File: src/rtl/accel_pkg.sv
// Shared definitions for the Accel host-side launcher: register map, status layout,
// FSM states and configuration field widths.
package accel_pkg;

  // Register addresses
  localparam logic [2:0] AddrImageDim   = 3'd0;
  localparam logic [2:0] AddrImageDepth = 3'd1;
  localparam logic [2:0] AddrImageOff   = 3'd2;
  localparam logic [2:0] AddrFilterOff  = 3'd3;
  localparam logic [2:0] AddrFilterCfg  = 3'd4;
  localparam logic [2:0] AddrBias       = 3'd5;
  localparam logic [2:0] AddrCtrl       = 3'd6;
  localparam logic [2:0] AddrStatus     = 3'd7;

  // Control and status bit positions
  localparam int unsigned CtrlStartBit  = 0;
  localparam int unsigned CtrlClearBit  = 1;
  localparam int unsigned StatusBusyBit = 0;
  localparam int unsigned StatusDoneBit = 1;
  localparam int unsigned StatusErrBit  = 2;
  localparam int unsigned StatusLenLsb  = 16;

  // Configuration field widths
  localparam int unsigned DimW      = 8;
  localparam int unsigned DepthW    = 9;
  localparam int unsigned OffsetW   = 16;
  localparam int unsigned HalfsizeW = 2;
  localparam int unsigned StrideW   = 3;
  localparam int unsigned LengthW   = 13;
  localparam int unsigned BiasW     = 18;

  // Multiplier operand/result widths
  localparam int unsigned KsqW  = 6;
  localparam int unsigned ProdW = 15;

  typedef enum logic [2:0] {
    StIdle,
    StCheck,
    StCalc,
    StLaunch,
    StRun,
    StDrain,
    StDone
  } state_e;

  // Square of the filter edge k = 2*halfsize + 1
  function automatic logic [KsqW-1:0] ksq_of(input logic [HalfsizeW-1:0] hs);
    logic [KsqW-1:0] k2;
    unique case (hs)
      2'd0:    k2 = 6'd1;
      2'd1:    k2 = 6'd9;
      2'd2:    k2 = 6'd25;
      default: k2 = 6'd49;
    endcase
    return k2;
  endfunction

endpackage

File: src/rtl/filter_length_calc.sv
// Sequential shift-add multiplier: depth * k^2, one multiplier bit per cycle over six
// cycles (bit 0 is folded into the load cycle). valid pulses for one cycle with the result.
module filter_length_calc
  import accel_pkg::*;
(
  input  logic              clk,
  input  logic              rst,
  input  logic              start,
  input  logic [DepthW-1:0] depth,
  input  logic [KsqW-1:0]   ksq,
  output logic              busy,
  output logic              valid,
  output logic [ProdW-1:0]  result,
  output logic              overflow
);

  logic [ProdW-1:0] acc_q, mcand_q;
  logic [KsqW-2:0]  mplier_q;
  logic [2:0]       step_q;
  logic             busy_q, valid_q;

  // Load operands on start, then add one shifted partial product per cycle
  always_ff @(posedge clk or negedge rst) begin
    if (!rst) begin
      acc_q    <= '0;
      mcand_q  <= '0;
      mplier_q <= '0;
      step_q   <= '0;
      busy_q   <= 1'b0;
      valid_q  <= 1'b0;
    end else begin
      valid_q <= 1'b0;
      if (start) begin
        acc_q    <= ksq[0] ? ProdW'(depth) : '0;
        mcand_q  <= ProdW'(depth) << 1;
        mplier_q <= ksq[KsqW-1:1];
        step_q   <= '0;
        busy_q   <= 1'b1;
      end else if (busy_q) begin
        if (mplier_q[0]) acc_q <= acc_q + mcand_q;
        mcand_q  <= mcand_q << 1;
        mplier_q <= mplier_q >> 1;
        step_q   <= step_q + 3'd1;
        if (step_q == 3'd4) begin
          busy_q  <= 1'b0;
          valid_q <= 1'b1;
        end
      end
    end
  end

  assign busy     = busy_q;
  assign valid    = valid_q;
  assign result   = acc_q;
  // Anything above 13 bits cannot be represented in filter_length
  assign overflow = |acc_q[ProdW-1:LengthW];

endmodule

File: src/rtl/accel_launcher.sv
// Host-side launcher for the Accel engine: CPU register port, derived filter_length,
// Accel reset sequencing, post-done drain window, status and interrupt.
module accel_launcher
  import accel_pkg::*;
#(
  parameter int unsigned DRAIN_CYCLES   = 10,
  parameter int unsigned TIMEOUT_CYCLES = 65535
) (
  input  logic                 clk,
  input  logic                 rst,
  input  logic                 wr_en,
  input  logic                 rd_en,
  input  logic [2:0]           addr,
  input  logic [31:0]          wr_data,
  output logic [31:0]          rd_data,
  output logic                 irq,
  output logic                 accel_rst,
  output logic [DimW-1:0]      image_dim,
  output logic [DepthW-1:0]    image_depth,
  output logic [OffsetW-1:0]   image_memory_offset,
  output logic [OffsetW-1:0]   filter_memory_offset,
  output logic [HalfsizeW-1:0] filter_halfsize,
  output logic [StrideW-1:0]   filter_stride,
  output logic [LengthW-1:0]   filter_length,
  output logic [BiasW-1:0]     filter_bias,
  input  logic                 accel_done
);

  state_e             state_q, state_d;
  logic               start_q;
  logic               done_q, done_d, err_q, err_d, irq_d;
  logic [31:0]        cnt_q, cnt_d;
  logic [LengthW-1:0] len_d;
  logic               busy, cfg_wr, ctrl_wr, start_req, clear_req, cfg_bad;
  logic               mul_start, mul_busy, mul_valid, mul_ovf;
  logic [ProdW-1:0]   mul_result;
  logic [31:0]        status, rd_mux;
  logic               unused_bits;

  assign busy      = (state_q != StIdle);
  assign cfg_wr    = wr_en && !busy && (addr < AddrCtrl);
  assign ctrl_wr   = wr_en && (addr == AddrCtrl);
  assign start_req = ctrl_wr && wr_data[CtrlStartBit] && !busy;
  assign clear_req = ctrl_wr && wr_data[CtrlClearBit];
  assign cfg_bad   = (image_dim == '0) || (image_depth == '0) || (filter_stride == '0);
  // Accel is only out of reset while it runs and while its last outputs drain
  assign accel_rst = !((state_q == StRun) || (state_q == StDrain));
  assign unused_bits = ^{wr_data[31:BiasW], mul_result[ProdW-1:LengthW]};

  filter_length_calc u_calc (
    .clk      (clk),
    .rst      (rst),
    .start    (mul_start),
    .depth    (image_depth),
    .ksq      (ksq_of(filter_halfsize)),
    .busy     (mul_busy),
    .valid    (mul_valid),
    .result   (mul_result),
    .overflow (mul_ovf)
  );

  // Next-state, sticky status flags and interrupt request
  always_comb begin
    state_d   = state_q;
    err_d     = err_q;
    done_d    = done_q;
    irq_d     = 1'b0;
    cnt_d     = cnt_q;
    len_d     = filter_length;
    mul_start = 1'b0;
    if (clear_req) begin
      err_d  = 1'b0;
      done_d = 1'b0;
    end
    unique case (state_q)
      StIdle: if (start_q) state_d = StCheck;
      StCheck: begin
        if (cfg_bad) begin
          err_d   = 1'b1;
          irq_d   = 1'b1;
          state_d = StIdle;
        end else begin
          mul_start = 1'b1;
          state_d   = StCalc;
        end
      end
      StCalc: begin
        if (mul_valid && !mul_busy) begin
          if (mul_ovf) begin
            err_d   = 1'b1;
            irq_d   = 1'b1;
            state_d = StIdle;
          end else begin
            len_d   = mul_result[LengthW-1:0];
            state_d = StLaunch;
          end
        end
      end
      StLaunch: begin
        cnt_d   = '0;
        state_d = StRun;
      end
      StRun: begin
        if (accel_done) begin
          cnt_d   = '0;
          state_d = StDrain;
        end else if (cnt_q == TIMEOUT_CYCLES - 1) begin
          err_d   = 1'b1;
          irq_d   = 1'b1;
          state_d = StIdle;
        end else begin
          cnt_d = cnt_q + 32'd1;
        end
      end
      StDrain: begin
        if (cnt_q == DRAIN_CYCLES - 1) begin
          done_d  = 1'b1;
          irq_d   = 1'b1;
          state_d = StDone;
        end else begin
          cnt_d = cnt_q + 32'd1;
        end
      end
      StDone:  state_d = StIdle;
      default: state_d = StIdle;
    endcase
  end

  // FSM state, counters, flags and the latched start request
  always_ff @(posedge clk or negedge rst) begin
    if (!rst) begin
      state_q       <= StIdle;
      start_q       <= 1'b0;
      done_q        <= 1'b0;
      err_q         <= 1'b0;
      irq           <= 1'b0;
      cnt_q         <= '0;
      filter_length <= '0;
    end else begin
      state_q       <= state_d;
      start_q       <= start_req;
      done_q        <= done_d;
      err_q         <= err_d;
      irq           <= irq_d;
      cnt_q         <= cnt_d;
      filter_length <= len_d;
    end
  end

  // Configuration registers, frozen while a job is in flight
  always_ff @(posedge clk or negedge rst) begin
    if (!rst) begin
      image_dim            <= '0;
      image_depth          <= '0;
      image_memory_offset  <= '0;
      filter_memory_offset <= '0;
      filter_halfsize      <= '0;
      filter_stride        <= '0;
      filter_bias          <= '0;
    end else if (cfg_wr) begin
      unique case (addr)
        AddrImageDim:   image_dim            <= wr_data[DimW-1:0];
        AddrImageDepth: image_depth          <= wr_data[DepthW-1:0];
        AddrImageOff:   image_memory_offset  <= wr_data[OffsetW-1:0];
        AddrFilterOff:  filter_memory_offset <= wr_data[OffsetW-1:0];
        AddrFilterCfg: begin
          filter_stride   <= wr_data[4:2];
          filter_halfsize <= wr_data[1:0];
        end
        AddrBias:       filter_bias          <= wr_data[BiasW-1:0];
        default: ;
      endcase
    end
  end

  // Read-data mux including the status word
  always_comb begin
    status                           = '0;
    status[StatusBusyBit]            = busy;
    status[StatusDoneBit]            = done_q;
    status[StatusErrBit]             = err_q;
    status[StatusLenLsb +: LengthW]  = filter_length;
    rd_mux = '0;
    unique case (addr)
      AddrImageDim:   rd_mux[DimW-1:0]    = image_dim;
      AddrImageDepth: rd_mux[DepthW-1:0]  = image_depth;
      AddrImageOff:   rd_mux[OffsetW-1:0] = image_memory_offset;
      AddrFilterOff:  rd_mux[OffsetW-1:0] = filter_memory_offset;
      AddrFilterCfg:  rd_mux[4:0]         = {filter_stride, filter_halfsize};
      AddrBias:       rd_mux[BiasW-1:0]   = filter_bias;
      AddrStatus:     rd_mux              = status;
      default:        rd_mux              = '0;
    endcase
  end

  // Registered read port
  always_ff @(posedge clk or negedge rst) begin
    if (!rst) begin
      rd_data <= '0;
    end else if (rd_en) begin
      rd_data <= rd_mux;
    end
  end

endmodule

File: config.mk
export PLATFORM = sky130hd
export DESIGN_NAME = accel_launcher
export DESIGN_NICKNAME = d
export VERILOG_FILES = /design/src/rtl/accel_pkg.sv /design/src/rtl/filter_length_calc.sv /design/src/rtl/accel_launcher.sv
export SDC_FILE = /design/constraint.sdc
export NUM_CORES = 1
export LEC_CHECK = 0
export CORE_MARGIN = 2
export CORE_UTILIZATION = 29
export DETAILED_ROUTE_END_ITERATION = 10
export RECOVER_POWER = 50
export SLEW_MARGIN = 10
export SYNTH_ARGS = -nofsm -noshare
export SYNTH_HDL_FRONTEND = slang
export SYNTH_SLANG_ARGS = --single-unit
File: constraint.sdc
create_clock -name clk -period 2.4 [get_ports clk]
set_clock_uncertainty 0.2 [all_clocks]
set_input_delay 0.24 -clock clk [delete_from_list [all_inputs] [get_ports clk]]
set_output_delay 0.24 -clock clk [all_outputs]
set_load 0.005 [all_outputs]
==> summary.json <==
{
  "regToRegEndpoint": "u_calc.result[12]",
  "layout.nets": 1186,
  "drcViolationCount": 0,
  "p_leak_nw": 5.62,
  "grt_overflow": 0,
  "synth_fa_ha_area_share_pct": 2.85,
  "dieArea_mm2": 0.0342,
  "final_layout_size_suffix_gt1_share_pct": 23.9,
  "run_status": "finished with violations",
  "synth.area.top_cells": "sky130_fd_sc_hd__dfrtp_1, sky130_fd_sc_hd__mux2_2, sky130_fd_sc_hd__mux2i_1",
  "design.portCount": 159,
  "max-vdd-ir-drop_mv": 0.624,
  "path_delay_family": "compound AO/OA/AOI/OAI gates",
  "finalWeightedCongestion": 0.831,
  "ys_dominant_reg_cell": "sky130_fd_sc_hd__dfrtp_1",
  "worstHoldPathCells": 2,
  "clock_sinks": 192,
  "detailedRoute.firstPassIterationCount": 5,
  "clock_tree.root_cell": "sky130_fd_sc_hd__clkbuf_16",
  "finished_layout_cells": 1580,
  "grt_antenna_before_repair": 0,
  "grt_start_max_net_pins": 59,
  "synth_commonest_cells": "sky130_fd_sc_hd__dfrtp_1, sky130_fd_sc_hd__mux2_2, sky130_fd_sc_hd__nand2_1, sky130_fd_sc_hd__nor2_1, sky130_fd_sc_hd__a21oi_1",
  "viasPerCell": 4.94,
  "critical_path_buf_inv_count": 0,
  "die_w_um": 185,
  "placeableCoreArea_mm2": 0.0324,
  "floorplan.die.height_um": 185,
  "dr.first_iter.drc_count": 494,
  "dp.cells": 1540,
  "synth.most_common_cell": "sky130_fd_sc_hd__dfrtp_1",
  "h-tree-depth": 4,
  "wl_mm": 27.1,
  "worst-endpoint-arrival_ns": 2.46,
  "ys_async_sr_fraction_pct": 100,
  "xor_xnor_share_of_the_synthesized_area_pct": 1.29,
  "synth-simple-area-share_pct": 14.4,
  "fin_crit_ns": 2.34,
  "synth_seq_area_share_pct": 50.6,
  "achievable-frequency_mhz": 427,
  "hold_viol": 0,
  "global_route_wire_length_before_repair_mm": 42.4,
  "path_cells": "ha_4, a2111oi_4, o21ai_2, a221oi_2, o21ai_1, or3_1, o2111a_1",
  "clk_pin_slew_worst_paths_ns": 0.08,
  "worst_reg_to_reg_cells": 7,
  "grt_setup_unrepaired": "true",
  "num_antenna_cells": 0,
  "drv_slew": 58,
  "worstHoldEndpoint": "rd_data[5]",
  "ys_types": 60,
  "fin_crit_sh_pct": 97.5,
  "reg2reg_from": "u_calc.result[7]",
  "avgRoutedWirePerCell_um": 17.1,
  "area_delta_synth_final_pct": 35.3,
  "start_util_pct": 29.3,
  "r2r_setup_slack_ns": 0.06,
  "power_density_mw_per_mm2": 1160,
  "number_of_global_route_vias_before_repair": 7610,
  "timing.max_cap.violations": 1,
  "clock_latency_on_the_worst_skew_pair_ns": 0.44,
  "synth_top_family_by_area": "multiplexers",
  "worst_hold_path_type": "in2reg",
  "total_power_mw": 14.9,
  "route.antenna.remaining_nets": 0,
  "layout.core_utilization_pct": 39.7,
  "yosysTopAreaCell": "sky130_fd_sc_hd__dfrtp_1",
  "worst-path-max-fanout": 7,
  "transition_time_of_the_tightest_slew_check_pin_ns": 1.59,
  "critPathCaptureType": "flop",
  "top_cell_type_s_share_of_synthesized_area_pct": 50.6,
  "yosys_register_bits": 192,
  "netlist_instances": 911,
  "muxShareOfSynthArea_pct": 14.7,
  "dr_total_vias": 7799,
  "post_synth_edffs": 0,
  "holdCritStartpoint": "rd_en",
  "slew-limit-headroom_pct": -5.88,
  "worst_ep_required_time_ns": 2.52,
  "avgSynthCellArea_um2": 10.4,
  "clock_path_buffers": 2,
  "cts_inserted_buffers": 17,
  "dp_hpwl_mm": 19.3,
  "crit_path_max_incr_delay_ns": 0.42,
  "tritoncts_clock_tree": "built",
  "failed_checks": "capacitance limit, slew limit",
  "fraction_of_the_mapped_netlist_area_in_compound_gates_pct": 12.5,
  "setup_viol": 0,
  "criticalPathCategory": "reg2reg",
  "floorplan.rows": 66,
  "synth-warning-count": 0,
  "syn_area_mm2": 0.00949,
  "timing.critical_path.slowest_stage_cell": "sky130_fd_sc_hd__dfrtp_1",
  "worstSetupStartpointType": "flop",
  "cp-startpoint": "u_calc.result[7]",
  "grt_usage_pct": 16.0,
  "placement.io_buffers": 141
}
[metal layers]
metal  vias to the layer above  GRT usage (%)  share of wire (%)
met1                      3834           22.5                 47
met5                         -              0                  0
met2                       214           24.6                 46
met4                         0           4.83                2.1
met3                        24           3.30                5.3
li1                       3727              -                  -
[state kept, by name (all words and copies together) (netlist names), 2 cells and up]
register,flops
cnt_q,32
filter_stride,3
image_depth,9
state_q,3
filter_halfsize,2
u_calc.step_q,3
image_memory_offset,16
u_calc.mplier_q,5
filter_memory_offset,16
u_calc.mcand_q,14
image_dim,8
filter_bias,18
rd_data,29
filter_length,13
u_calc.result,15
[kinds of logic after synthesis]
family	count (synthesis)
AND/OR/NAND/NOR	280
flip-flops	192
AO/OA/AOI/OAI	191
multiplexers	125
buffers and inverters	87
adder cells (fa/ha/maj)	21
XOR/XNOR	14
other	1
[power by group]
group          leakage (nW)  internal, mW  switching, mW
logic                  2.89          3.72           2.98
clock network         0.281          1.40           1.44
registers              2.45          4.32           1.02
total                  5.62          9.44           5.44
[cells in the final DEF (no fill, tap or decap), types with 31 or more instances in the layout]
cell type and instances:
sky130_fd_sc_hd__a21oi_1 48, sky130_fd_sc_hd__o21ai_0 46, sky130_fd_sc_hd__mux2i_1 31, sky130_fd_sc_hd__dfrtp_1 187, sky130_fd_sc_hd__dlygate4sd3_1 32, sky130_fd_sc_hd__clkdlybuf4s50_1 107
sky130_fd_sc_hd__nand3_1 33, sky130_fd_sc_hd__mux2_2 92, sky130_fd_sc_hd__inv_1 32, sky130_fd_sc_hd__nor2_1 69, sky130_fd_sc_hd__nand2_1 80, sky130_fd_sc_hd__buf_4 93
[area by class of cell]
type	count	area [um2]
flip-flops and latches	192	4810
inverters	32	120
repair buffers	248	2260
fillers	3155	19500
multi-input cells	634	4510
well taps	442	553
clock buffers	17	425
clock inverters	15	166
[how the worst max path moves through the flow]
stage                        end  slack [ns]  cells past startpoint
6_report       u_calc.result[12]        0.06                      7
5_1_grt        u_calc.result[10]       -0.02                      9
4_1_cts        u_calc.result[12]       0.007                      7
3_5_place_dp            cnt_q[8]       -0.13                      8
3_3_place_gp            cnt_q[6]       -0.08                      8
2_1_floorplan  u_calc.result[12]     -0.0008                      7
[metrics by stage]
| stage | setup TNS (ns) | hold WS [ns] | instance area, um2 | setup slack, ns |
|---|---|---|---|---|
| after global placement | -0.631 | 0.0560 | 12100 | -0.0836 |
| after floorplan | -0.000758 | -0.256 | 9510 | -0.000758 |
| after CTS | 0 | 0.0388 | 12700 | 0.00732 |
| after global routing | -0.0320 | 0.0628 | 12800 | -0.0151 |
| final | 0 | 0.0563 | 12800 | 0.0596 |
| after detailed placement | -1.05 | 0.0556 | 12100 | -0.133 |
[what timing repair did]
item | in CTS | in global routing
gates cloned | 0 | 1
buffers inserted | 2 | 4
resized for setup | 10 | 27
hold buffers | 1 | 0
pin swaps | 3 | 9
endpoints found under the hold margin | 54 | 0
endpoints found under the setup margin | 6 | 32
No activity file was read; power rests on OpenSTA's default activity.
